## config.mk

```make
export PLATFORM = sky130hd
export DESIGN_NAME = o_stream_packer
export DESIGN_NICKNAME = d
export VERILOG_FILES = /design/src/rtl/o_stream_packer.sv
export SDC_FILE = /design/constraint.sdc
export NUM_CORES = 1
export LEC_CHECK = 0
export CAP_MARGIN = 10
export CELL_PAD_IN_SITES_DETAIL_PLACEMENT = 0
export CELL_PAD_IN_SITES_GLOBAL_PLACEMENT = 1
export CORE_MARGIN = 4
export CORE_UTILIZATION = 45
export CTS_CLUSTER_SIZE = 12
export DETAILED_ROUTE_END_ITERATION = 7
export DONT_BUFFER_PORTS = 1
export GPL_TIMING_DRIVEN = 0
export PLACE_DENSITY = 0.67
export SLEW_MARGIN = 20
export SYNTH_ARGS = -nofsm -noshare
export SYNTH_HDL_FRONTEND = slang
export SYNTH_SLANG_ARGS = --single-unit
```

## constraint.sdc

```tcl
create_clock -name i_clk -period 2.83 [get_ports i_clk]
set_clock_uncertainty 0.1 [all_clocks]
set_input_delay 0.4245 -clock i_clk [delete_from_list [all_inputs] [get_ports i_clk]]
set_output_delay 0.4245 -clock i_clk [all_outputs]
set_load 0.02 [all_outputs]
```

## src/rtl/o_stream_packer.sv

```systemverilog
// Packs two byte streams (row/column) into 4-byte words, tags them by source and
// queues them through a shared show-ahead output FIFO with round-robin arbitration.
module o_stream_packer #(
  parameter int unsigned W_DATA = 8,
  parameter int unsigned DEPTH  = 4
) (
  input  logic                      i_clk,
  input  logic                      i_rst_n,
  input  logic [W_DATA-1:0]         i_row_data,
  input  logic                      i_row_valid,
  input  logic [W_DATA-1:0]         i_col_data,
  input  logic                      i_col_valid,
  input  logic                      i_flush,
  input  logic                      i_ready,
  output logic [4*W_DATA-1:0]       o_data,
  output logic                      o_tag,
  output logic [1:0]                o_bytes,
  output logic                      o_valid,
  output logic [$clog2(DEPTH):0]    o_count,
  output logic                      o_overflow
);

  localparam int unsigned W_WORD = 4 * W_DATA;
  localparam int unsigned AW     = $clog2(DEPTH);
  localparam int unsigned W_ENT  = W_WORD + 3;

  // Per-stream state, index 0 = row, 1 = column
  logic [1:0]        cnt_q       [2];
  logic [1:0]        cnt_d       [2];
  logic [W_WORD-1:0] pack_q      [2];
  logic [W_WORD-1:0] pack_d      [2];
  logic              pend_v_q    [2];
  logic              pend_v_d    [2];
  logic [W_WORD-1:0] pend_data_q [2];
  logic [W_WORD-1:0] pend_data_d [2];
  logic [1:0]        pend_bytes_q[2];
  logic [1:0]        pend_bytes_d[2];
  logic              prio_q, prio_d;
  logic              ovf_q, ovf_d;

  logic [W_ENT-1:0]  mem_q [DEPTH];
  logic [AW:0]       wr_q, rd_q;
  logic [AW:0]       count;
  logic              full, empty, push, pop, grant, both;
  logic [W_ENT-1:0]  head;

  logic [W_DATA-1:0] in_data  [2];
  logic              in_valid [2];
  logic [W_WORD-1:0] word;
  logic [2:0]        fill;
  logic              close;

  assign in_data[0]  = i_row_data;
  assign in_data[1]  = i_col_data;
  assign in_valid[0] = i_row_valid;
  assign in_valid[1] = i_col_valid;

  // FIFO status and arbitration
  assign count = wr_q - rd_q;
  assign full  = (count == (AW+1)'(DEPTH));
  assign empty = (count == '0);
  assign pop   = !empty && i_ready;
  assign both  = pend_v_q[0] && pend_v_q[1];
  assign grant = both ? prio_q : pend_v_q[1];
  assign push  = (pend_v_q[0] || pend_v_q[1]) && (!full || pop);

  always_comb begin
    prio_d = prio_q;
    ovf_d  = ovf_q;
    word   = '0;
    fill   = '0;
    close  = 1'b0;
    if (push && both) prio_d = !prio_q;
    for (int s = 0; s < 2; s++) begin
      cnt_d[s]        = cnt_q[s];
      pack_d[s]       = pack_q[s];
      pend_v_d[s]     = pend_v_q[s];
      pend_data_d[s]  = pend_data_q[s];
      pend_bytes_d[s] = pend_bytes_q[s];

      word = pack_q[s];
      fill = {1'b0, cnt_q[s]};
      if (in_valid[s]) begin
        for (int k = 0; k < 4; k++) begin
          if (cnt_q[s] == 2'(k)) word[k*W_DATA +: W_DATA] = in_data[s];
        end
        fill = fill + 3'd1;
      end
      close = (fill == 3'd4) || (i_flush && (fill != 3'd0));

      if (push && (grant == 1'(s))) pend_v_d[s] = 1'b0;

      // Pack register is cleared on close so a short word has zero upper bytes
      if (close) begin
        cnt_d[s]  = '0;
        pack_d[s] = '0;
        if (pend_v_d[s]) begin
          ovf_d = 1'b1;
        end else begin
          pend_v_d[s]     = 1'b1;
          pend_data_d[s]  = word;
          pend_bytes_d[s] = 2'(fill - 3'd1);
        end
      end else begin
        cnt_d[s]  = fill[1:0];
        pack_d[s] = word;
      end
    end
  end

  always_ff @(posedge i_clk or negedge i_rst_n) begin
    if (!i_rst_n) begin
      for (int s = 0; s < 2; s++) begin
        cnt_q[s]        <= '0;
        pack_q[s]       <= '0;
        pend_v_q[s]     <= 1'b0;
        pend_data_q[s]  <= '0;
        pend_bytes_q[s] <= '0;
      end
      prio_q <= 1'b0;
      ovf_q  <= 1'b0;
      wr_q   <= '0;
      rd_q   <= '0;
    end else begin
      for (int s = 0; s < 2; s++) begin
        cnt_q[s]        <= cnt_d[s];
        pack_q[s]       <= pack_d[s];
        pend_v_q[s]     <= pend_v_d[s];
        pend_data_q[s]  <= pend_data_d[s];
        pend_bytes_q[s] <= pend_bytes_d[s];
      end
      prio_q <= prio_d;
      ovf_q  <= ovf_d;
      if (push) wr_q <= wr_q + (AW+1)'(1);
      if (pop)  rd_q <= rd_q + (AW+1)'(1);
    end
  end

  // FIFO storage needs no reset; reads are masked while empty
  always_ff @(posedge i_clk) begin
    if (push) mem_q[wr_q[AW-1:0]] <= {pend_bytes_q[grant], grant, pend_data_q[grant]};
  end

  assign head       = mem_q[rd_q[AW-1:0]];
  assign o_valid    = !empty;
  assign o_data     = empty ? '0   : head[W_WORD-1:0];
  assign o_tag      = empty ? 1'b0 : head[W_WORD];
  assign o_bytes    = empty ? 2'b0 : head[W_WORD+2:W_WORD+1];
  assign o_count    = count;
  assign o_overflow = ovf_q;

endmodule

```

Word-level counts from Yosys, hierarchy flattened
Memory sizes are Yosys's and may differ from the RTL's.
Cells that the tools add are included.
{"block": "totals", "in_bits": 22, "n_memories": 1, "ff_bits": 146, "wordCells": 94, "ramBits": 140, "latchBits": 0, "rom_bits": 0}
{"memory": "mem_q", "words": 4, "width": 35, "rd": 1, "rd_ports_with_merged_regs": 0, "wr": 1, "line": "41", "text": "logic [W_ENT-1:0] mem_q [DEPTH];"}
{"block": "op_classes", "n_div": 0, "add_sub_neg": 7, "eq_ne": 9, "magnitude_cmp": 1, "n_reduce_logical": 22, "n_shift": 0, "bitwise": 4, "n_mul": 0, "mux": 36}
{"op": "$mux W32", "count": 8}
{"op": "$mux W8", "count": 8}
{"op": "$mux W1", "count": 12}
{"op": "$mux W2", "count": 6}
{"op": "$eq A3 B3 Y1 const B", "count": 3}
{"op": "$eq A2 B2 Y1 const B", "count": 4}
{"op": "$logic_and A1 B1 Y1", "count": 8}
{"op": "$add A2 B1 Y3 const B", "count": 2}
{"op": "$add A3 B1 Y3 const B", "count": 2}
{"op": "$mux W3", "count": 2}
{"op": "$reduce_bool A3 Y1", "count": 2}
{"op": "$eq A2 B1 Y1 const B", "count": 2}
{"op": "$logic_not A2 Y1", "count": 2}
{"op": "$logic_or A1 B1 Y1", "count": 4}
{"op": "$reduce_and A2 Y1", "count": 2}
{"op": "$sub A2 B1 Y2 const B", "count": 2}
{"op": "$logic_not A1 Y1", "count": 3}
{"op": "$logic_not A3 Y1", "count": 1}
{"op": "$not A1 Y1", "count": 3}
{"op": "$sub A3 B3 Y3", "count": 1}
{"op": "$ge A2 B2 Y1 const B", "count": 1}
{"op": "$not A1 Y2", "count": 1}

Logic depth before layout (Yosys ltp)
Gate-level depths: netlist of run 1.
{"block": "logic_depth", "depth_word": 12, "mapped_depth": 9, "mapped_depth_nobuf": 8}

Worst setup path after synthesis of run 1
OpenSTA, ideal clock, no wires.
{"block": "synth_timing", "path_kind": "register to register", "startpoint": "register wr_q[0]", "endpoint": "memory mem_q[3][0] (netlist bit) (enable)", "path_buffers": 0, "t_arrival_ns": 2.664, "t_required_ns": 2.333, "stages_incl_launch_ff": 8, "setup_slack_ns": -0.331, "setup_time_ns": 0.397, "synth_period_minus_slack_ns": 3.161, "path_cell_list": "dfrtp_1 -> inv_1 -> ha_1 -> fa_1 -> xnor3_2 -> inv_2 -> a21oi_1 -> and2_1"}
{"block": "synth_via", "elab_chain_cells": 8, "word_cells_on_any_way": 10, "cone_classes": "add/sub: 1; eq/ne: 1; mux: 2; reduce/logical: 6"}
{"item": "from (decl)", "line": "42", "text": "logic [AW:0] wr_q, rd_q;"}
{"item": "from (signal assigned)", "line": "134", "text": "if (push) wr_q <= wr_q + (AW+1)'(1);"}
{"item": "$sub A3 B3 Y3 (*)", "line": "59", "text": "assign count = wr_q - rd_q;"}
{"item": "via o_count[2]", "line": "19", "text": "output logic [$clog2(DEPTH):0] o_count,"}
{"item": "$logic_not A3 Y1", "line": "61", "text": "assign empty = (count == '0);"}
{"item": "$logic_not A1 Y1", "line": "62", "text": "assign pop = !empty && i_ready;"}
{"item": "$logic_and A1 B1 Y1", "line": "62"}
{"item": "$logic_or A1 B1 Y1 (*)", "line": "65", "text": "assign push = (pend_v_q[0] || pend_v_q[1]) && (!full || pop);"}
{"item": "$logic_and A1 B1 Y1 (*)", "line": "65"}
{"item": "$mux W1 (*)", "line": "141", "text": "if (push) mem_q[wr_q[AW-1:0]] <= {pend_bytes_q[grant], grant, pend_data_q[grant]};"}
{"item": "$mux W1 (implied by the code) (*)", "line": "141"}
{"item": "to (decl)", "line": "41"}
The timed path passes the listed nets; every way through them passes the cells marked *.

Worst setup path in the final report of run 1
{"block": "layout_timing", "startpoint": "register rd_q[0]", "endpoint": "output port o_data[26]"}
{"block": "layout_via", "elab_chain_cells": 3, "word_cells_on_any_way": 4, "cone_classes": "add/sub: 1; mux: 1; reduce/logical: 1; memory: 1"}
{"item": "from (decl)", "line": "42"}
{"item": "from (signal assigned)", "line": "135", "text": "if (pop) rd_q <= rd_q + (AW+1)'(1);"}
{"item": "$sub A3 B3 Y3", "line": "59"}
{"item": "$logic_not A3 Y1", "line": "61"}
{"item": "$mux W32 (*)", "line": "146", "text": "assign o_data = empty ? '0 : head[W_WORD-1:0];"}
{"item": "to (decl)", "line": "15", "text": "output logic [4*W_DATA-1:0] o_data,"}
Every way passes the cells marked *; elsewhere a longest branch is shown, timed or not.

==> run summary, run 1 <==
Fin crit period -> 2900 ps
Reg2reg path depth -> 9
Global-route wire length before repair -> 41.9 mm
Gr usage total -> 19.1%
Sw frac -> 35.7%
Top cells by area, synth -> edfxtp_1 36%, dfrtp_1 31%, mux2i_1 11%
Clock sink count -> 286
Cell-internal power -> 12.0 mW
Yosys warning total -> 0
CP required -> 2310 ps
Fin util -> 55.2%
Layout cell share with drive strength beyond 1 -> 20.5%
Overflow after GRT -> 0
Clock share of power -> 20.0%
Layout area overhead -> 19.2%
Seq cells post-synth -> 286
CP peak stage delay -> 600 ps
Filler cell count -> 2088
Worst Path Arrival -> 2370 ps
Drt wl/cell -> 22.3 um
Chip Width -> 170 um
Synth cell types -> 34
R2R Path End -> mem_q[3][32]$_DFFE_PP_
Crit Path Max Fanout -> 6
PD cells -> 1330 mW/mm^2
Clock H-tree levels -> 1
DIE AREA -> 0.0289 mm^2
Worst r2r src -> rd_q[0]$_DFFE_PN0P_
Post-DP HPWL -> 16.9 mm
Worst min path class -> input port to async pin
Top_reg_cell synth -> dfrtp_1
Number of port buffers -> 0
Synthesized instance count -> 803
Sequential share of power -> 36.4%
Vias -> 6501
Final setup margin -> -66.1 ps
CTS tree -> yes
Violated checks -> negative hold slack, negative setup slack
Synthesized net count -> 842
Slowest cell on crit path -> fa_2
Slew Viols, Final -> 0
Synthesized cell area -> 0.0118 mm^2
I/O pin count -> 62
Setup TNS -> -1190 ps
Worst-Margin Slew -> 802 ps
Nets -> 930
Largest net degree at the start of global routing -> 147
Cell taking the most area after synthesis -> edfxtp_1
Crit path buffers/inverters -> 2
1st-pass router iterations -> 5
Post-route DRC -> 0
Fmax -> 345 MHz
ANT cells -> 0
Vias/cell -> 5.23
Clock-pin slew on the worst setup and hold paths -> 60 ps
Initial Util -> 46.3%
# setup viols final -> 33
Sw Pwr -> 6.66 mW
FF-to-FF setup slack -> 120 ps
Slew margin rel. -> 46.0%
Setup crit end kind -> output pin
# hold bufs at CTS -> 20
Core area -> 0.0255 mm^2
VDD IR max -> 776 uV
Comb pwr share -> 43.6%
Crit Path Category -> flip-flop to output pin
GP Congestion -> 0.762
Fin crit share -> 102%
Root Driver -> clkbuf_16
Post-synth top area share -> 35.7%
Post-synth EDFFs -> 140
Asr flop ratio synth -> 51.0%
Cell Chain, Critical Path -> ha_4 -> fa_2 -> nand3_4 -> buf_12 -> clkbuf_16 -> and2_4
Die Y-Extent -> 170 um
RSZ-0062 raised after global routing -> yes
Final ANT Viol Nets -> 0
Hold_ws -> -521 ps
Clock Latency Late Sink -> 550 ps
CTS buffer count -> 30
Max cap viols -> 0
Synth Area per Inst -> 14.7 um^2
Seq/Total Area, Yosys -> 66.7%
Status -> finished with violations
Startpoint class of the critical path -> flip-flop
Vias in the first global route -> 6866
Final WL -> 27.7 mm
Final hold violation count -> 146
FP Rows -> 58
Bufs on Longest Clock Path -> 3
Lkg Pwr -> 6.13 nW
Drt initial violations -> 452
Initial antenna violation count -> 0
Critical path's top delay family -> adder cells
-- cells in the mapped netlist (all sizes together) (3+ instances only) --
master / instances
ha: 16
xnor2: 5
nand3: 3
nand2: 49
edfxtp: 140
dfrtp: 146
mux4: 35
mux2i: 132
mux2: 4
buf: 10
nor2: 69
inv: 76
clkbuf: 23
a21oi: 4
o21ai: 37
and2: 40
-- registers in the layout, summed over array words and instances, names as in the netlist --
signal / cells
mem_q: 140
pack_q: 64
pend_data_q: 64
cnt_q: 4
pend_bytes_q: 4
rd_q: 3
wr_q: 3
pend_v_q: 2
o_overflow: 1
prio_q: 1
-- per-stage QoR --
| stage | instance area (um^2) | cells | setup WS (ps) | power [mW] |
|---|---|---|---|---|
| global route | 14100 | 1244 | -149 | 19.6 |
| CTS | 14000 | 1240 | -157 | 18.5 |
| finish | 14100 | 1244 | -66.1 | 18.6 |
| global placement | 12200 | 1133 | -449 | 12.4 |
| floorplan | 11800 | 803 | 41.4 | 11.1 |
| detailed placement | 12200 | 1133 | -556 | 12.7 |
-- worst max-delay path by stage --
stage | startpoint | end | slack, ps | cells after the start
2_1_floorplan | wr_q[0]$_DFFE_PN0N_ | mem_q[3][0]$_DFFE_PP_ | 40 | 7
3_3_place_gp | wr_q[0]$_DFFE_PN0N_ | o_data[27] | -450 | 7
3_5_place_dp | wr_q[0]$_DFFE_PN0N_ | mem_q[0][20]$_DFFE_PP_ | -560 | 7
4_1_cts | rd_q[0]$_DFFE_PN0P_ | o_data[26] | -160 | 7
5_1_grt | rd_q[0]$_DFFE_PN0P_ | o_data[26] | -150 | 7
6_report | rd_q[0]$_DFFE_PN0P_ | o_data[26] | -70 | 6
-- timing repair --
| item | 4_1_cts | 5_1_grt |
|---|---|---|
| pin swaps | 12 | 5 |
| resized for setup | 105 | 21 |
| setup buffers | 24 | 2 |
| cloned | 8 | 2 |
| hold endpoints to repair | 220 | 146 |
| endpoints found under the setup margin | 183 | 265 |
-- area by class of cell --
type	instances	area [um^2]	share of cell area [%]
buffer	33	253	1.80
clock buffer	46	831	5.91
clock inverter	9	105	0.748
inverter	76	288	2.05
multi-input combinational	415	3700	26.3
sequential	286	7860	55.9
tap	330	413	2.94
timing repair buffer	49	601	4.27
-- per-layer routing --
| layer | wire, um | global-route usage, % |
|---|---|---|
| met1 | 12500 | 27.6 |
| met2 | 13400 | 31.1 |
| met3 | 1330 | 3.23 |
| met4 | 507 | 3.96 |
| met5 | 0 | 0 |
-- logic make-up after synthesis --
kind of cell | share of synthesized area (%)
flops | 66.7
mux | 18.3
simple gates | 6.19
buf+inv | 3.90
compound gates | 2.40
fa+ha+maj | 1.87
xor+xnor | 0.722
-- cell usage in the layout, fill, tap and decap left out, types with 8 or more instances in the layout --
cell type,netlist,layout
dlygate4sd3_1,0,20
clkbuf_16,0,31
inv_1,75,74
mux2i_1,132,132
clkbuf_2,0,9
edfxtp_1,140,140
buf_12,0,13
clkbuf_1,23,25
buf_6,6,8
ha_1,16,15
o21ai_0,35,35
nand2_1,49,49
nor2_1,69,69
buf_4,0,14
mux4_2,35,35
and2_4,0,41
dfrtp_1,146,145
-- power groups by stage --
stage | Sequential, mW | Combinational [mW] | Clock [mW]
final | 6.77 | 8.12 | 3.73
after global routing | 6.90 | 8.68 | 4.00
after CTS | 6.78 | 7.92 | 3.82
after detailed placement | 6.87 | 5.81 | 0
after global placement | 6.76 | 5.64 | 0
after floorplan | 6.64 | 4.50 | 0
(Power assumes the default switching activity.)
==> inputs of run 2 (changes only) <==
- PLACE_DENSITY: 0.67 -> 0.8
==> run 2 against run 1 <==
Effect of this change: the run still ends with negative hold slack, negative setup slack left; design area is 2.6% lower; core utilization is 1.4 points lower; critical path type unchanged; global-route usage is 0.78 points lower; clock-buffer cell count stayed put; clock power is 7.8% lower; flip-flop and latch count stayed put; hold slack better by 11 ps; register-to-register slack worse by 30 ps; die area stayed put; largest cell class unchanged; routed wire length is 6.4% lower; combinational power is 8.4% lower.
==> run summary, run 2 (synthesis results as in run 1) <==
Status -> finished with violations
Violated checks -> negative hold slack, negative setup slack
Final setup margin -> -60.4 ps (+5.67 ps)
Worst r2r src -> rd_q[0]$_DFFE_PN0P_
Worst-Margin Slew -> 800 ps (-1.74 ps)
Final ANT Viol Nets -> 0 (unchanged)
Lkg Pwr -> 5.97 nW (-2.6%)
CP startpoint -> rd_q[0]$_DFFE_PN0P_
Initial antenna violation count -> 2 (+2)
FP Rows -> 58 (unchanged)
DIE AREA -> 0.0289 mm^2 (unchanged)
CP required -> 2310 ps (about the same)
Nets -> 913 (-1.8%)
Drt initial violations -> 467 (+3.3%)
VDD IR max -> 786 uV (+1.3%)
Number of port buffers -> 0 (unchanged)
RSZ-0062 raised after global routing -> yes
Crit Path Category -> flip-flop to output pin
Footprint of the multi-input gates -> 0.00366 mm^2 (-1.1%)
Setup TNS -> -1320 ps (-128 ps)
Max cap viols -> 0 (unchanged)
Global-route wire length before repair -> 40.4 mm (-3.7%)
Drt wl/cell -> 21.1 um (-5.3%)
Max reg flops -> 140 (unchanged)
CTS buffer count -> 29 (-3.3%)
Clock Latency Late Sink -> 540 ps (about the same)
Chip Width -> 170 um (unchanged)
CTS tree -> yes
Die Y-Extent -> 170 um (unchanged)
Vias in the first global route -> 6710 (-2.3%)
Slew margin rel. -> 46.1% (+0.12 points)
Crit Path Max Fanout -> 8 (+2)
Layout cell share with drive strength beyond 1 -> 18.5% (-2.0 points)
Commonest non-fill, non-tap cell in the layout -> dfrtp_1
Fin crit share -> 102% (-0.20 points)
GP Congestion -> 0.768 (+0.80%)
Post-route DRC -> 0 (unchanged)
Hold_ws -> -510 ps (+10.9 ps)
I/O pin count -> 62 (unchanged)
Worst min path class -> input port to async pin
Worst Path Arrival -> 2370 ps (about the same)
# setup viols final -> 33 (unchanged)
Filler cell count -> 2052 (-1.7%)
Overflow after GRT -> 0 (unchanged)
Most frequent cells in the layout -> 146 x dfrtp_1, 140 x edfxtp_1, 132 x mux2i_1, 74 x inv_1, 69 x nor2_1
Total power -> 17.6 mW (-5.4%)
Final WL -> 25.9 mm (-6.4%)
Initial Util -> 46.3% (unchanged)
1st-pass router iterations -> 4 (-1)
Sequential cell area -> 0.00786 mm^2 (about the same)
Fmax -> 346 MHz (+0.20%)
Vias -> 6395 (-1.6%)
Place WS -> -539 ps (+17.0 ps)
Largest net degree at the start of global routing -> 147 (unchanged)
Clock-pin slew on the worst setup and hold paths -> 60 ps (about the same)
PD cells -> 1290 mW/mm^2 (-2.8%)
# hold bufs at CTS -> 18 (-10%)
Bufs on Longest Clock Path -> 3 (unchanged)
Final hold violation count -> 146 (unchanged)
Post-DP HPWL -> 16.0 mm (-5.5%)
Fin crit period -> 2890 ps (-5.67 ps)
Setup crit end kind -> output pin
Layout area overhead -> 16.1%
Slew Viols, Final -> 0 (unchanged)
Clock H-tree levels -> 1 (unchanged)
Gr usage total -> 18.4% (-0.78 points)
Startpoint class of the critical path -> flip-flop
Core area -> 0.0255 mm^2 (unchanged)
Clock sink count -> 286 (unchanged)
Vias/cell -> 5.20 (-0.43%)
Root Driver -> clkbuf_16
-- run 2: cell types whose count changed in the layout (fill, tap and decap cells not counted), sizes merged --
cell         delta
buf            -15
a21oi           -1
and2            -1
inv             +1
bufinv          -2
clkbuf          +3
diode           +2
dlygate4sd3     -2
-- run 2: cell type report --
type	count	area share, %
Antenna cell	2	0.0366
Inverter	76	2.09
Clock inverter	8	0.283
Multi-Input combinational cell	413	26.7
Sequential cell	286	57.4
Tap cell	330	3.02
Buffer	33	1.73
Timing Repair Buffer	35	2.75
Clock buffer	46	5.92
-- run 2: what timing repair did --
| item | CTS | global route |
|---|---|---|
| gates resized for setup | 100 | 17 |
| buffers inserted | 7 | 7 |
| setup endpoints to repair | 178 | 249 |
| pin swaps | 6 | 4 |
| cloned | 8 | 0 |
| endpoints found under the hold margin | 201 | 146 |
-- run 2: worst max-delay path, cell delays in order (launching register included) --
cell and delay (ps):
dfrtp_1 420, ha_2 190, fa_2 340, xnor3_2 280, nand3_4 90, buf_12 160
clkbuf_16 170, and2_4 180
-- run 2: path summary, 6_finish.rpt --
kind	endpoint	slack [ps]	cells past startpoint
worst max register to register	mem_q[3][27]$_DFFE_PP_	90	7
worst min-delay path	pack_q[4]$_DFF_PN0_	-510	0
min in group i_clk	pack_q[5]$_DFF_PN0_	10	2
max in group asynchronous	pack_q[1]$_DFF_PN0_	2880	0
worst min register to register	prio_q$_DFFE_PN0P_	360	1
worst max-delay path	o_bytes[0]	-60	7
-- run 2: layer usage --
metal / share of wire (%) / GRT usage, % / up-vias
met2: 49 / 30.2 / 123
met3: 4.0 / 2.97 / 23
met4: 1.3 / 3.68 / 0
met1: 46 / 26.2 / 3286
li1: - / - / 2963
met5: 0 / 0 / -
-- run 2: power by group --
group          leakage, nW  internal [mW]  total, mW  switching (mW)
Clock                0.412           1.95       3.44            1.49
Sequential            3.26           6.26       6.75           0.485
Combinational         2.29           3.10       7.44            4.34
-- run 2: per-stage QoR --
| step | cell area [um^2] | utilization (%) | cells |
|---|---|---|---|
| detailed placement | 12200 | 47.9 | 1133 |
| CTS | 13500 | 53.2 | 1220 |
| finish | 13700 | 53.7 | 1229 |
| global route | 13700 | 53.7 | 1228 |
| global placement | 12200 | 47.9 | 1133 |
| floorplan | 11800 | - | 803 |
==> inputs of run 3 (changes only) <==
- PLACE_DENSITY: 0.8 -> 0.77
- clock period: 2.83 -> 3.5 ns (I/O delays scaled with it)
==> run 3 against run 2 <==
Effect of this change: the flow finishes with violations (negative hold slack); cell count is 3.3% lower; routed wire length decreased by 9.4%; design area is 3.9% lower; sequential power shrank 20%; critical path depth is the same; non-clock buffer count fell by 30; global-route usage is 1.6 points lower; sequential share of layout area grew 2.3 points; power decreased by 27%; hold slack improved by 110 ps; register-to-register slack improved by 270 ps; flip-flop and latch count stayed put.
==> run summary, run 3 (synthesis results as in run 1) <==
Largest net degree at the start of global routing -> 147 (unchanged)
Slowest cell on crit path -> fa_1
Lkg Pwr -> 5.66 nW (-5.1%)
FP Rows -> 58 (unchanged)
Hold_ws -> -403 ps (+106 ps)
Final hold violation count -> 146 (unchanged)
Startpoint class of the critical path -> flip-flop
Vias/cell -> 5.15 (-1.0%)
Vias in the first global route -> 6493 (-3.2%)
WL met2 -> 11.2 mm (-12%)
DIE AREA -> 0.0289 mm^2 (unchanged)
Worst min path class -> input port to async pin
CP required -> 2870 ps (+560 ps)
Fin crit share -> 95.2%
Cell Chain, Critical Path -> inv_1 -> ha_1 -> fa_1 -> xnor3_2 -> nand3_4 -> buf_4 -> and2_1
Clock sink count -> 286 (unchanged)
Worst Path Arrival -> 2710 ps (+340 ps)
Gr usage total -> 16.7% (-1.6 points)
Global-route wire length before repair -> 37.6 mm (-7.0%)
# hold bufs at CTS -> 1 (-17)
Post-route DRC -> 0 (unchanged)
Fin crit period -> 3330 ps
Clock Latency Late Sink -> 530 ps (about the same)
Max reg flops -> 140 (unchanged)
Vias -> 6125 (-4.2%)
FF-to-FF setup slack -> 360 ps (+270 ps)
Core area -> 0.0255 mm^2 (unchanged)
Initial Util -> 46.3% (unchanged)
CP peak stage delay -> 410 ps (about the same)
CTS tree -> yes
Nets -> 877 (-3.9%)
Setup crit end kind -> output pin
Root Driver -> clkbuf_16
Crit Path Category -> flip-flop to output pin
Number of port buffers -> 0 (unchanged)
Crit Path Max Fanout -> 10 (+2)
Layout cell share with drive strength beyond 1 -> 11.9% (-6.6 points)
Reg2reg path depth -> 8 (+1)
Worst r2r src -> wr_q[0]$_DFFE_PN0N_
Sequential cell area -> 0.00786 mm^2 (unchanged)
# setup viols final -> 0 (-100%)
Die Y-Extent -> 170 um (unchanged)
Bufs on Longest Clock Path -> 3 (unchanged)
Commonest non-fill, non-tap cell in the layout -> dfrtp_1
PD cells -> 982 mW/mm^2 (-24%)
ANT cells -> 0 (-2)
Slew Viols, Final -> 0 (unchanged)
Status -> finished with violations
Violated checks -> negative hold slack
Clock-pin slew on the worst setup and hold paths -> 60 ps (about the same)
DR WL met3 -> 1.17 mm (+12%)
Fmax -> 300 MHz
Final WL -> 23.5 mm (-9.4%)
Most frequent cells in the layout -> 146 x dfrtp_1, 140 x edfxtp_1, 132 x mux2i_1, 75 x inv_1, 69 x nor2_1
Layout area overhead -> 11.6%
Worst-Margin Slew -> 760 ps (-39.7 ps)
VDD IR max -> 565 uV (-28%)
RSZ-0062 raised after global routing -> no
1st-pass router iterations -> 5 (+1)
Drt initial violations -> 468 (+0.21%)
DRT met1 WL -> 10.9 mm (-8.5%)
Filler cell count -> 2125 (+3.6%)
Initial antenna violation count -> 0 (-2)
GP Congestion -> 0.775 (+0.82%)
Uppermost layer routed -> met4
Slew margin rel. -> 48.8% (+2.7 points)
# placed instances -> 1137 (+0.35%)
Max cap viols -> 0 (unchanged)
Drt wl/cell -> 19.8 um (-6.3%)
Final ANT Viol Nets -> 0 (unchanged)
Final setup margin -> 167 ps (+227 ps)
Overflow after GRT -> 0 (unchanged)
I/O pin count -> 62 (unchanged)
R2R Path End -> mem_q[3][20]$_DFFE_PP_
Non-Filler Instances -> 1189 (-3.3%)
Chip Width -> 170 um (unchanged)
Footprint of the multi-input gates -> 0.00350 mm^2 (-4.5%)
CTS buffer count -> 28 (-3.4%)
Place WS -> 11.9 ps (+551 ps)
Post-DP HPWL -> 16.2 mm (+1.6%)
Clock H-tree levels -> 1 (unchanged)
-- run 3: worst max-delay path by stage --
stage | cells past startpoint | start | slack [ps] | end
global route | 7 | wr_q[0]$_DFFE_PN0N_ | 10 | o_data[14]
finish | 7 | wr_q[0]$_DFFE_PN0N_ | 170 | o_data[29]
CTS | 7 | wr_q[0]$_DFFE_PN0N_ | 10 | o_data[20]
global placement | 7 | wr_q[0]$_DFFE_PN0N_ | -470 | mem_q[3][15]$_DFFE_PP_
floorplan | 7 | wr_q[0]$_DFFE_PN0N_ | 340 | mem_q[3][0]$_DFFE_PP_
detailed placement | 7 | wr_q[0]$_DFFE_PN0N_ | 10 | o_data[24]
-- run 3: repair_timing --
item / 4_1_cts / 5_1_grt
endpoints found under the hold margin: 148 / 146
gates resized for setup: 4 / 12
endpoints found under the setup margin: 36 / 27
setup buffers: 0 / 0
-- run 3: power breakdown --
group	total (mW)	switching, mW	internal (mW)
Combinational	4.75	3.08	1.67
Sequential	5.43	0.373	5.06
Clock	2.73	1.16	1.57
-- run 3: critical path, delay by kind of cell, from the launching register on --
family	cells	cell delay [ps]
adder cells (fa/ha/maj)	2	640
XOR/XNOR	1	300
buffers and inverters	2	340
flip-flops	1	370
AND/OR/NAND/NOR	2	500
-- run 3: through the flow --
stage	instance area, um^2	hold WS, ps	power [mW]	setup TNS, ps	utilization (%)
floorplan	11800	129	9.02	0	-
global placement	12200	140	10.1	-58370	47.9
detailed placement	12300	139	10.3	0	48.2
CTS	13100	-421	13.1	0	51.6
global route	13200	-433	13.7	0	51.6
finish	13200	-403	12.9	0	51.6
-- run 3: area by class of cell --
| cell class | instances | share of cell area (%) |
|---|---|---|
| Clock inverter | 2 | 0.0571 |
| Clock buffer | 49 | 6.24 |
| Inverter | 76 | 2.17 |
| Sequential cell | 286 | 59.7 |
| Multi-Input combinational cell | 408 | 26.6 |
| Timing Repair Buffer | 5 | 0.685 |
| Buffer | 33 | 1.38 |
| Tap cell | 330 | 3.14 |
-- run 3: metal layers --
metal	up-vias	GRT usage, %
met2	105	26.3
met3	16	3.16
met1	3122	24.7
li1	2882	-
met4	0	3.40
met5	-	0
